### src/rtl/cpu_pkg.sv
// Shared definitions for the 8-bit core: fetch-sequencer state encoding and default widths.
// Latency: n/a (types and constants only).
// Backpressure: n/a.
package cpu_pkg;

  // Fetch sequencer states.
  typedef enum logic [1:0] {
    FS_IDLE  = 2'd0,
    FS_FETCH = 2'd1,
    FS_HOLD  = 2'd2,
    FS_HALT  = 2'd3
  } fetch_state_t;

  // Default geometry of the core.
  localparam int          CPU_PC_WIDTH    = 8;
  localparam int          CPU_INSTR_WIDTH = 16;
  localparam logic [7:0]  CPU_RESET_PC    = 8'h00;

endpackage

### src/rtl/pc_next_sel.sv
// Next-PC mux: branch target when a branch is taken, otherwise the sequential PC+1.
// Latency: combinational.
// Backpressure: none; the caller decides when the result is loaded.
//
// Ports:
//   branchTaken  - select the branch target
//   branchTarget - target from the branch-target adder
//   PCAdded      - sequential successor (pc+1)
//   next_pc      - selected next program counter
module pc_next_sel #(
  parameter int PC_WIDTH = 8
) (
  input  logic                branchTaken,
  input  logic [PC_WIDTH-1:0] branchTarget,
  input  logic [PC_WIDTH-1:0] PCAdded,
  output logic [PC_WIDTH-1:0] next_pc
);

  assign next_pc = branchTaken ? branchTarget : PCAdded;

endmodule

### src/rtl/pc_fetch_unit.sv
// PC register and req/ack instruction-fetch sequencer feeding decode over valid/ready.
// Latency: run->imemReq 1 cycle, ack->instrValid 1 cycle, accept->new pc/imemReq 1 cycle.
// Backpressure: instr held stable until instrReady; no new fetch is issued before accept.
//
// Ports:
//   clk, rst_n                   - clock, asynchronous active-low reset
//   run, haltReq                 - start level / stop-after-current-instruction pulse
//   imemReq, imemAddr            - fetch request and address (address is pc)
//   imemAck, imemData            - memory response
//   instr, instrValid, instrReady - registered instruction to decode, handshake
//   branchTaken, branchTarget    - next-PC selection, sampled on accept
//   PCAdded, pc, halted          - pc+1, current pc, halt status
module pc_fetch_unit
  import cpu_pkg::*;
#(
  parameter int                  PC_WIDTH    = CPU_PC_WIDTH,
  parameter int                  INSTR_WIDTH = CPU_INSTR_WIDTH,
  parameter logic [PC_WIDTH-1:0] RESET_PC    = PC_WIDTH'(CPU_RESET_PC)
) (
  input  logic                   clk,
  input  logic                   rst_n,
  input  logic                   run,
  input  logic                   haltReq,
  output logic                   imemReq,
  output logic [PC_WIDTH-1:0]    imemAddr,
  input  logic                   imemAck,
  input  logic [INSTR_WIDTH-1:0] imemData,
  output logic [INSTR_WIDTH-1:0] instr,
  output logic                   instrValid,
  input  logic                   instrReady,
  input  logic                   branchTaken,
  input  logic [PC_WIDTH-1:0]    branchTarget,
  output logic [PC_WIDTH-1:0]    PCAdded,
  output logic [PC_WIDTH-1:0]    pc,
  output logic                   halted
);

  fetch_state_t          state;
  logic                  halt_pend;
  logic [PC_WIDTH-1:0]   next_pc;
  logic                  accept;

  // Moore outputs straight from the state register, so a reset drops
  // imemReq/instrValid asynchronously and a later ack finds us in IDLE.
  assign imemReq    = (state == FS_FETCH);
  assign instrValid = (state == FS_HOLD);
  assign halted     = (state == FS_HALT);

  assign imemAddr = pc;
  assign PCAdded  = pc + PC_WIDTH'(1);  // wraps FF->00 silently
  assign accept   = instrValid & instrReady;

  pc_next_sel #(
    .PC_WIDTH (PC_WIDTH)
  ) u_next_sel (
    .branchTaken  (branchTaken),
    .branchTarget (branchTarget),
    .PCAdded      (PCAdded),
    .next_pc      (next_pc)
  );

  always_ff @(posedge clk or negedge rst_n) begin
    if (!rst_n) begin
      state     <= FS_IDLE;
      pc        <= RESET_PC;
      instr     <= '0;
      halt_pend <= 1'b0;
    end else begin
      case (state)
        FS_IDLE, FS_HALT: begin
          // A simultaneous haltReq keeps us parked.
          if (run && !haltReq) state <= FS_FETCH;
        end

        FS_FETCH: begin
          // The in-flight fetch always completes; a halt only takes effect
          // after the fetched instruction has been accepted.
          if (haltReq) halt_pend <= 1'b1;
          if (imemAck) begin
            instr <= imemData;
            state <= FS_HOLD;
          end
        end

        FS_HOLD: begin
          if (accept) begin
            pc <= next_pc;
            // haltReq coincident with accept applies to this accept.
            if (halt_pend || haltReq) begin
              state     <= FS_HALT;
              halt_pend <= 1'b0;
            end else begin
              state <= FS_FETCH;
            end
          end else if (haltReq) begin
            halt_pend <= 1'b1;
          end
        end

        default: state <= FS_IDLE;
      endcase
    end
  end

endmodule

### config.mk
export PLATFORM = sky130hd
export DESIGN_NAME = pc_fetch_unit
export DESIGN_NICKNAME = d
export VERILOG_FILES = /design/src/rtl/cpu_pkg.sv /design/src/rtl/pc_next_sel.sv /design/src/rtl/pc_fetch_unit.sv
export SDC_FILE = /design/constraint.sdc
export NUM_CORES = 1
export LEC_CHECK = 0
export ABC_AREA = 1
export BUFFER_PORTS_ARGS = -buffer_cell sky130_fd_sc_hd__buf_2
export CORE_MARGIN = 8
export CORE_UTILIZATION = 45
export DETAILED_ROUTE_END_ITERATION = 8
export MAX_ROUTING_LAYER = met4
export PLACE_DENSITY = 0.83
export REMOVE_ABC_BUFFERS = 1
export SLEW_MARGIN = 20
export SYNTH_ARGS = -nofsm -noshare
export SYNTH_HDL_FRONTEND = slang
export SYNTH_SLANG_ARGS = --single-unit
### constraint.sdc
create_clock -name clk -period 1.7 [get_ports clk]
set_input_delay 0.34 -clock clk [delete_from_list [all_inputs] [get_ports clk]]
set_output_delay 0.34 -clock clk [all_outputs]
set_load 0.05 [all_outputs]
==> results of run 1 <==
-- timing repair --
| item | CTS | global route |
|---|---|---|
| setup buffers | 14 | 5 |
| gates resized for setup | 21 | 21 |
| pin swaps | 9 | 15 |
| gates cloned | 0 | 0 |
| endpoints found under the setup margin | 8 | 12 |
-- registers in the layout, summed over array words and instances, names as in the netlist --
name       cells
instr         16
halt_pend      1
state          2
imemAddr       8
-- synthesized netlist by cell type, types with 5 or more instances --
cell type | count | share of area, %
a21oi_1 | 7 | 2.4
buf_4 | 9 | 4.6
dfrtp_1 | 27 | 46
ha_1 | 5 | 4.2
inv_1 | 17 | 4.3
mux2_2 | 6 | 4.6
mux2_4 | 10 | 10
nand2_1 | 36 | 9.2
nand3_1 | 8 | 2.7
nor2_1 | 13 | 3.3
o21ai_0 | 5 | 1.7
-- metal layers --
layer  wire length, um  GRT usage [%]
met1              1710           17.1
met2              1980           24.4
met3               350           3.98
met4                11           4.00
met5                 0              -
-- critical path: stages (launching register included) --
cell and delay (ns):
dfrtp_1 0.45, buf_6 0.16, inv_4 0.05, nor2_4 0.13
nand2_1 0.06, nand2_1 0.07, nand2_1 0.08, buf_6 0.16
-- worst paths after layout --
path	to	slack (ns)
hold reg to reg	instr[1]$_DFFE_PN0P_	0.51
setup reg to reg	imemAddr[5]$_DFFE_PN0P_	0.09
max in group asynchronous	imemAddr[2]$_DFFE_PN0P_	1.28
min in group clk	instr[5]$_DFFE_PN0P_	0.24
setup / recovery	PCAdded[7]	-0.12
hold / removal	instr[4]$_DFFE_PN0P_	-0.002
-- metrics by stage --
step                      hold slack (ns)  util [%]  cells
after floorplan                    0.0444         -    144
after global placement              0.370      59.1    264
after detailed placement            0.380      59.1    264
after CTS                         0.00436      65.7    282
after global routing               0.0183      68.5    285
final                            -0.00232      68.5    285
-- cell families after synthesis --
group | after synthesis | share of synthesized area (%)
DFF | 27 | 45.8
buffers and inverters | 29 | 11.0
muxes | 16 | 14.8
AOI/OAI and AO/OA | 15 | 5.35
and+or+nand+nor | 62 | 17.7
adders and majority gates | 5 | 4.24
xor gates and xnor gates | 2 | 1.19
-- area by class of cell --
| class | count | area [um^2] |
|---|---|---|
| clock buffers | 3 | 22.5 |
| clock inverters | 1 | 5.00 |
| fillers | 264 | 970 |
| inverters | 17 | 66.3 |
| multi-input cells | 100 | 696 |
| flip-flops and latches | 27 | 678 |
| well taps | 44 | 55.1 |
| repair buffers | 93 | 586 |
==> impl_metrics.json, run 1 <==
{
  "status": "complete, but fails checks",
  "violations": "negative hold slack, negative setup slack",
  "tritoncts": "done",
  "clockBufferDepth": 2,
  "timing.hold.ws_ns": -0.00232,
  "clk_latency_ns": 0.32,
  "yosysSeqAreaShare_pct": 45.8,
  "core-area_um2": 3080,
  "diodes": 0,
  "hold_viol": 3,
  "die_width_um": 73.2,
  "cp-start-kind": "flop",
  "cts_root_buf": "clkbuf_4",
  "post_dp_cell_area_um2": 1820,
  "areaGrowthSynthToFinish_pct": 43.0,
  "crit_start": "imemAddr[0]$_DFFE_PN0P_",
  "critical_path_class": "reg2out",
  "fin_crit_sh_pct": 107,
  "endpoint_kind": "output port",
  "hpwl_um": 2790,
  "report.final.slew_viol_count": 0,
  "post-place-ws_ns": 0.0751,
  "final-setup-viol-count": 5,
  "portBuffers": 73,
  "grt_pass1_vias": 1382,
  "die_h_um": 73.2,
  "async_reset_ff_share_pct": 100,
  "finalSetupTns_ns": -0.506,
  "final_cell_area_um2": 2110,
  "ys_types": 22,
  "worstMarginPinSlew_ns": 0.589,
  "pin_count": 74,
  "mostFrequentLayoutCells": "63 x buf_2, 33 x nand2_1, 25 x dfrtp_1",
  "syn_area_um2": 1470,
  "cp.arrival_ns": 1.48,
  "rsz0062_at_grt": "true",
  "fin_nets": 278,
  "drive_gt1_share_pct": 54.8,
  "max_cap_viol_count": 0,
  "drc": 0,
  "r2r-start": "imemAddr[0]$_DFFE_PN0P_",
  "slew_headroom_pct": 60.7,
  "min_path_type": "in2async",
  "viasPerCell": 4.81,
  "num_rows": 20,
  "antenna_found_initial": 0,
  "start_util_pct": 47.9,
  "synth_top_flop_cell": "dfrtp_1",
  "cp_max_fo": 5,
  "clock_skew_ns": 0.00568,
  "grt_first_pass_wirelength_um": 6190,
  "cts_buffers": 3,
  "setup_slack_ns": -0.118,
  "period_minus_slack_ns": 1.82,
  "yosysWarnings": 0,
  "grt_use_total_pct": 14.7,
  "holdBufCountCts": 0,
  "max_freq_mhz": 550,
  "final_common_cell": "buf_2",
  "ys_ff_latch": 27,
  "avgSynthCellArea_um2": 9.45,
  "antenna_left": 0,
  "clkSinkCount": 27,
  "h-tree-depth": 1,
  "required_ns": 1.36,
  "wirelength_um": 4060,
  "clkTransAtPathRegs_ns": 0.14,
  "overflow": 0,
  "grt_max_degree": 28,
  "gp_congestion": 0.850,
  "reg2regPathDepth": 11,
  "drt_iter0_drc": 85,
  "synth_edf_count": 0,
  "syn_inst": 156,
  "die-area_um2": 5360,
  "dr.pass1.iters": 4,
  "wire_per_inst_um": 14.2,
  "vias": 1372
}
Power of run 1 is not shown: default switching activity piles up to over one toggle a cycle in this logic, so the estimate is an artifact.
==> inputs of run 2 (changes only) <==
--- a/config.mk
+++ b/config.mk
@@ -5,13 +5,12 @@
 export SDC_FILE = /design/constraint.sdc
 export NUM_CORES = 1
 export LEC_CHECK = 0
-export ABC_AREA = 1
 export BUFFER_PORTS_ARGS = -buffer_cell sky130_fd_sc_hd__buf_2
 export CORE_MARGIN = 8
 export CORE_UTILIZATION = 45
 export DETAILED_ROUTE_END_ITERATION = 8
 export MAX_ROUTING_LAYER = met4
-export PLACE_DENSITY = 0.83
+export PLACE_DENSITY = 0.84
 export REMOVE_ABC_BUFFERS = 1
 export SLEW_MARGIN = 20
 export SYNTH_ARGS = -nofsm -noshare
==> run 2 against run 1 <==
- routed wire length shrank 7.6%
- critical path depth is 2 lower
- largest cell class unchanged
- count of clock-buffer cells in the layout is the same
- synthesized area is 2.7% lower
- global-route usage shrank 0.52 points
- hold slack improved by 0.012 ns
- critical path type unchanged
- final cell count down 10%
- maximum frequency grew 1.4%
- utilization is 0.95 points lower
- the run ends with negative setup slack left
- worst setup slack improved by 0.025 ns
- non-clock buffer count down 4
==> impl_metrics.json, run 2 <==
{
  "viasPerCell": 4.96,
  "avgSynthCellArea_um2": 10.9,
  "areaGrowthSynthToFinish_pct": 43.8,
  "grt_use_total_pct": 14.2,
  "diodes": 0,
  "cts_root_buf": "clkbuf_4",
  "max_freq_mhz": 558,
  "cpMaxStageDelayCell": "dfrtp_2",
  "synth_top_flop_cell": "dfrtp_1",
  "async_reset_ff_share_pct": 100,
  "min_path_type": "in2async",
  "synthTopCellsByArea": "dfrtp_1 47%, mux2_2 13%, buf_4 5.8%",
  "wire_per_inst_um": 14.6,
  "seqCellArea_um2": 682,
  "status": "complete, but fails checks",
  "die-area_um2": 5250,
  "endpoint_kind": "output port",
  "setup_slack_ns": -0.0933,
  "final_common_cell": "buf_2",
  "clockBufferDepth": 2,
  "hpwl_um": 2740,
  "core-area_um2": 3050,
  "grt_first_pass_wirelength_um": 5950,
  "cp-start-kind": "flop",
  "largest_register": "instr",
  "wirelength_um": 3750,
  "post-place-ws_ns": 0.0466,
  "dr.pass1.iters": 5,
  "violations": "negative setup slack",
  "die_h_um": 72.5,
  "finalSetupTns_ns": -0.346,
  "critical_path.top_delay_family": "flip-flops",
  "cp_slowest_stage_delay_ns": 0.47,
  "yosysTopAreaCellShare_pct": 47.1,
  "rsz0062_at_grt": "true",
  "drive_gt1_share_pct": 60.8,
  "cp_max_fo": 4,
  "synth_common_cells": "27 x dfrtp_1, 16 x mux2_2, 11 x buf_4",
  "fin_nets": 249,
  "critical_path_class": "reg2out",
  "clkTransAtPathRegs_ns": 0.14,
  "drc": 0,
  "syn_inst": 132,
  "path_cells": "ha_4 -> nand2_2 -> nor2_4 -> xnor2_2 -> buf_6",
  "yosysSeqAreaShare_pct": 47.1,
  "mostFrequentLayoutCells": "64 x buf_2, 22 x dfrtp_1, 18 x buf_4",
  "clkSinkCount": 27,
  "cp_num_buf_inv": 1,
  "fin_cells": 256,
  "overflow": 0,
  "period_minus_slack_ns": 1.79,
  "multi_input_area_um2": 717,
  "cts_buffers": 3,
  "slew_headroom_pct": 59.0,
  "max_cap_viol_count": 0,
  "fin_crit_sh_pct": 105,
  "report.final.slew_viol_count": 0,
  "die_width_um": 72.5,
  "grt_pass1_vias": 1298,
  "worstMarginPinSlew_ns": 0.616,
  "cp.arrival_ns": 1.45,
  "ys_ff_latch": 27,
  "grt_max_degree": 28,
  "required_ns": 1.36,
  "largest_reg_flops": 16,
  "synth_edf_count": 0,
  "portBuffers": 73,
  "pin_count": 74,
  "ys_types": 32,
  "syn_area_um2": 1430,
  "hold_viol": 0,
  "num_rows": 20,
  "clock_skew_ns": 0.00148,
  "start_util_pct": 47.0,
  "drt_iter0_drc": 43,
  "holdBufCountCts": 0,
  "antenna_found_initial": 0,
  "antenna_left": 0,
  "tritoncts": "done",
  "vias": 1270,
  "place_inst": 240,
  "synth_top_area_cell": "dfrtp_1",
  "yosysWarnings": 0,
  "yosysMostFrequentCell": "dfrtp_1",
  "gp_congestion": 0.866,
  "final-setup-viol-count": 5,
  "fillers": 255,
  "clk_latency_ns": 0.32,
  "h-tree-depth": 1
}
## run 2: final cells by class
| class | count | share of cell area, % |
|---|---|---|
| multi-input combinational | 83 | 34.8 |
| sequential | 27 | 33.1 |
| timing repair buffer | 89 | 26.5 |
| tap | 44 | 2.67 |
| inverter | 9 | 1.64 |
| clock buffer | 3 | 1.09 |
| clock inverter | 1 | 0.243 |
## run 2: stage by stage
stage          utilization [%]  hold slack [ns]  instance area [um^2]
2_1_floorplan                -           0.0444                  1340
3_3_place_gp              59.1            0.388                  1810
3_5_place_dp              59.1            0.388                  1810
4_1_cts                   64.0           0.0163                  1950
5_1_grt                   67.5           0.0433                  2060
6_report                  67.5           0.0102                  2060
## run 2: path summary, 6_finish.rpt
kind / from / to / slack (ns) / cells past startpoint
max: imemAddr[1]$_DFFE_PN0P_ / PCAdded[6] / -0.09 / 5
min: rst_n / imemAddr[6]$_DFFE_PN0P_ / 0.01 / 1
max reg2reg: state[0]$_DFFE_PN0P_ / state[0]$_DFFE_PN0P_ / 0.16 / 4
min reg2reg: instr[3]$_DFFE_PN0P_ / instr[3]$_DFFE_PN0P_ / 0.52 / 1
max in group asynchronous: rst_n / imemAddr[3]$_DFFE_PN0P_ / 1.25 / 1
min in group clk: imemData[1] / instr[1]$_DFFE_PN0P_ / 0.24 / 2
## run 2: routing by layer
metal	vias up	routed length, um	track usage (%)
met5	-	0	-
met4	0	27	4.67
met3	4	364	4.27
met2	69	1650	23.0
met1	583	1700	16.5
li1	614	-	-
## run 2: cell families (layout without fill, tap and decap cells)
group	count (synthesis)	count (layout)	share of synthesized area, %
and+or+nand+nor	33	33	12.4
adders and majority gates	5	5	4.36
DFF	27	27	47.1
muxes	19	19	14.7
xor gates and xnor gates	6	6	3.67
AOI/OAI and AO/OA	20	20	9.08
buffers and inverters	22	102	8.73
## run 2: timing repair
item | CTS | global route
buffers inserted | 6 | 6
endpoints found under the setup margin | 9 | 9
pin swaps | 4 | 3
gates resized for setup | 23 | 13
Power of run 2 is left out for the same reason.
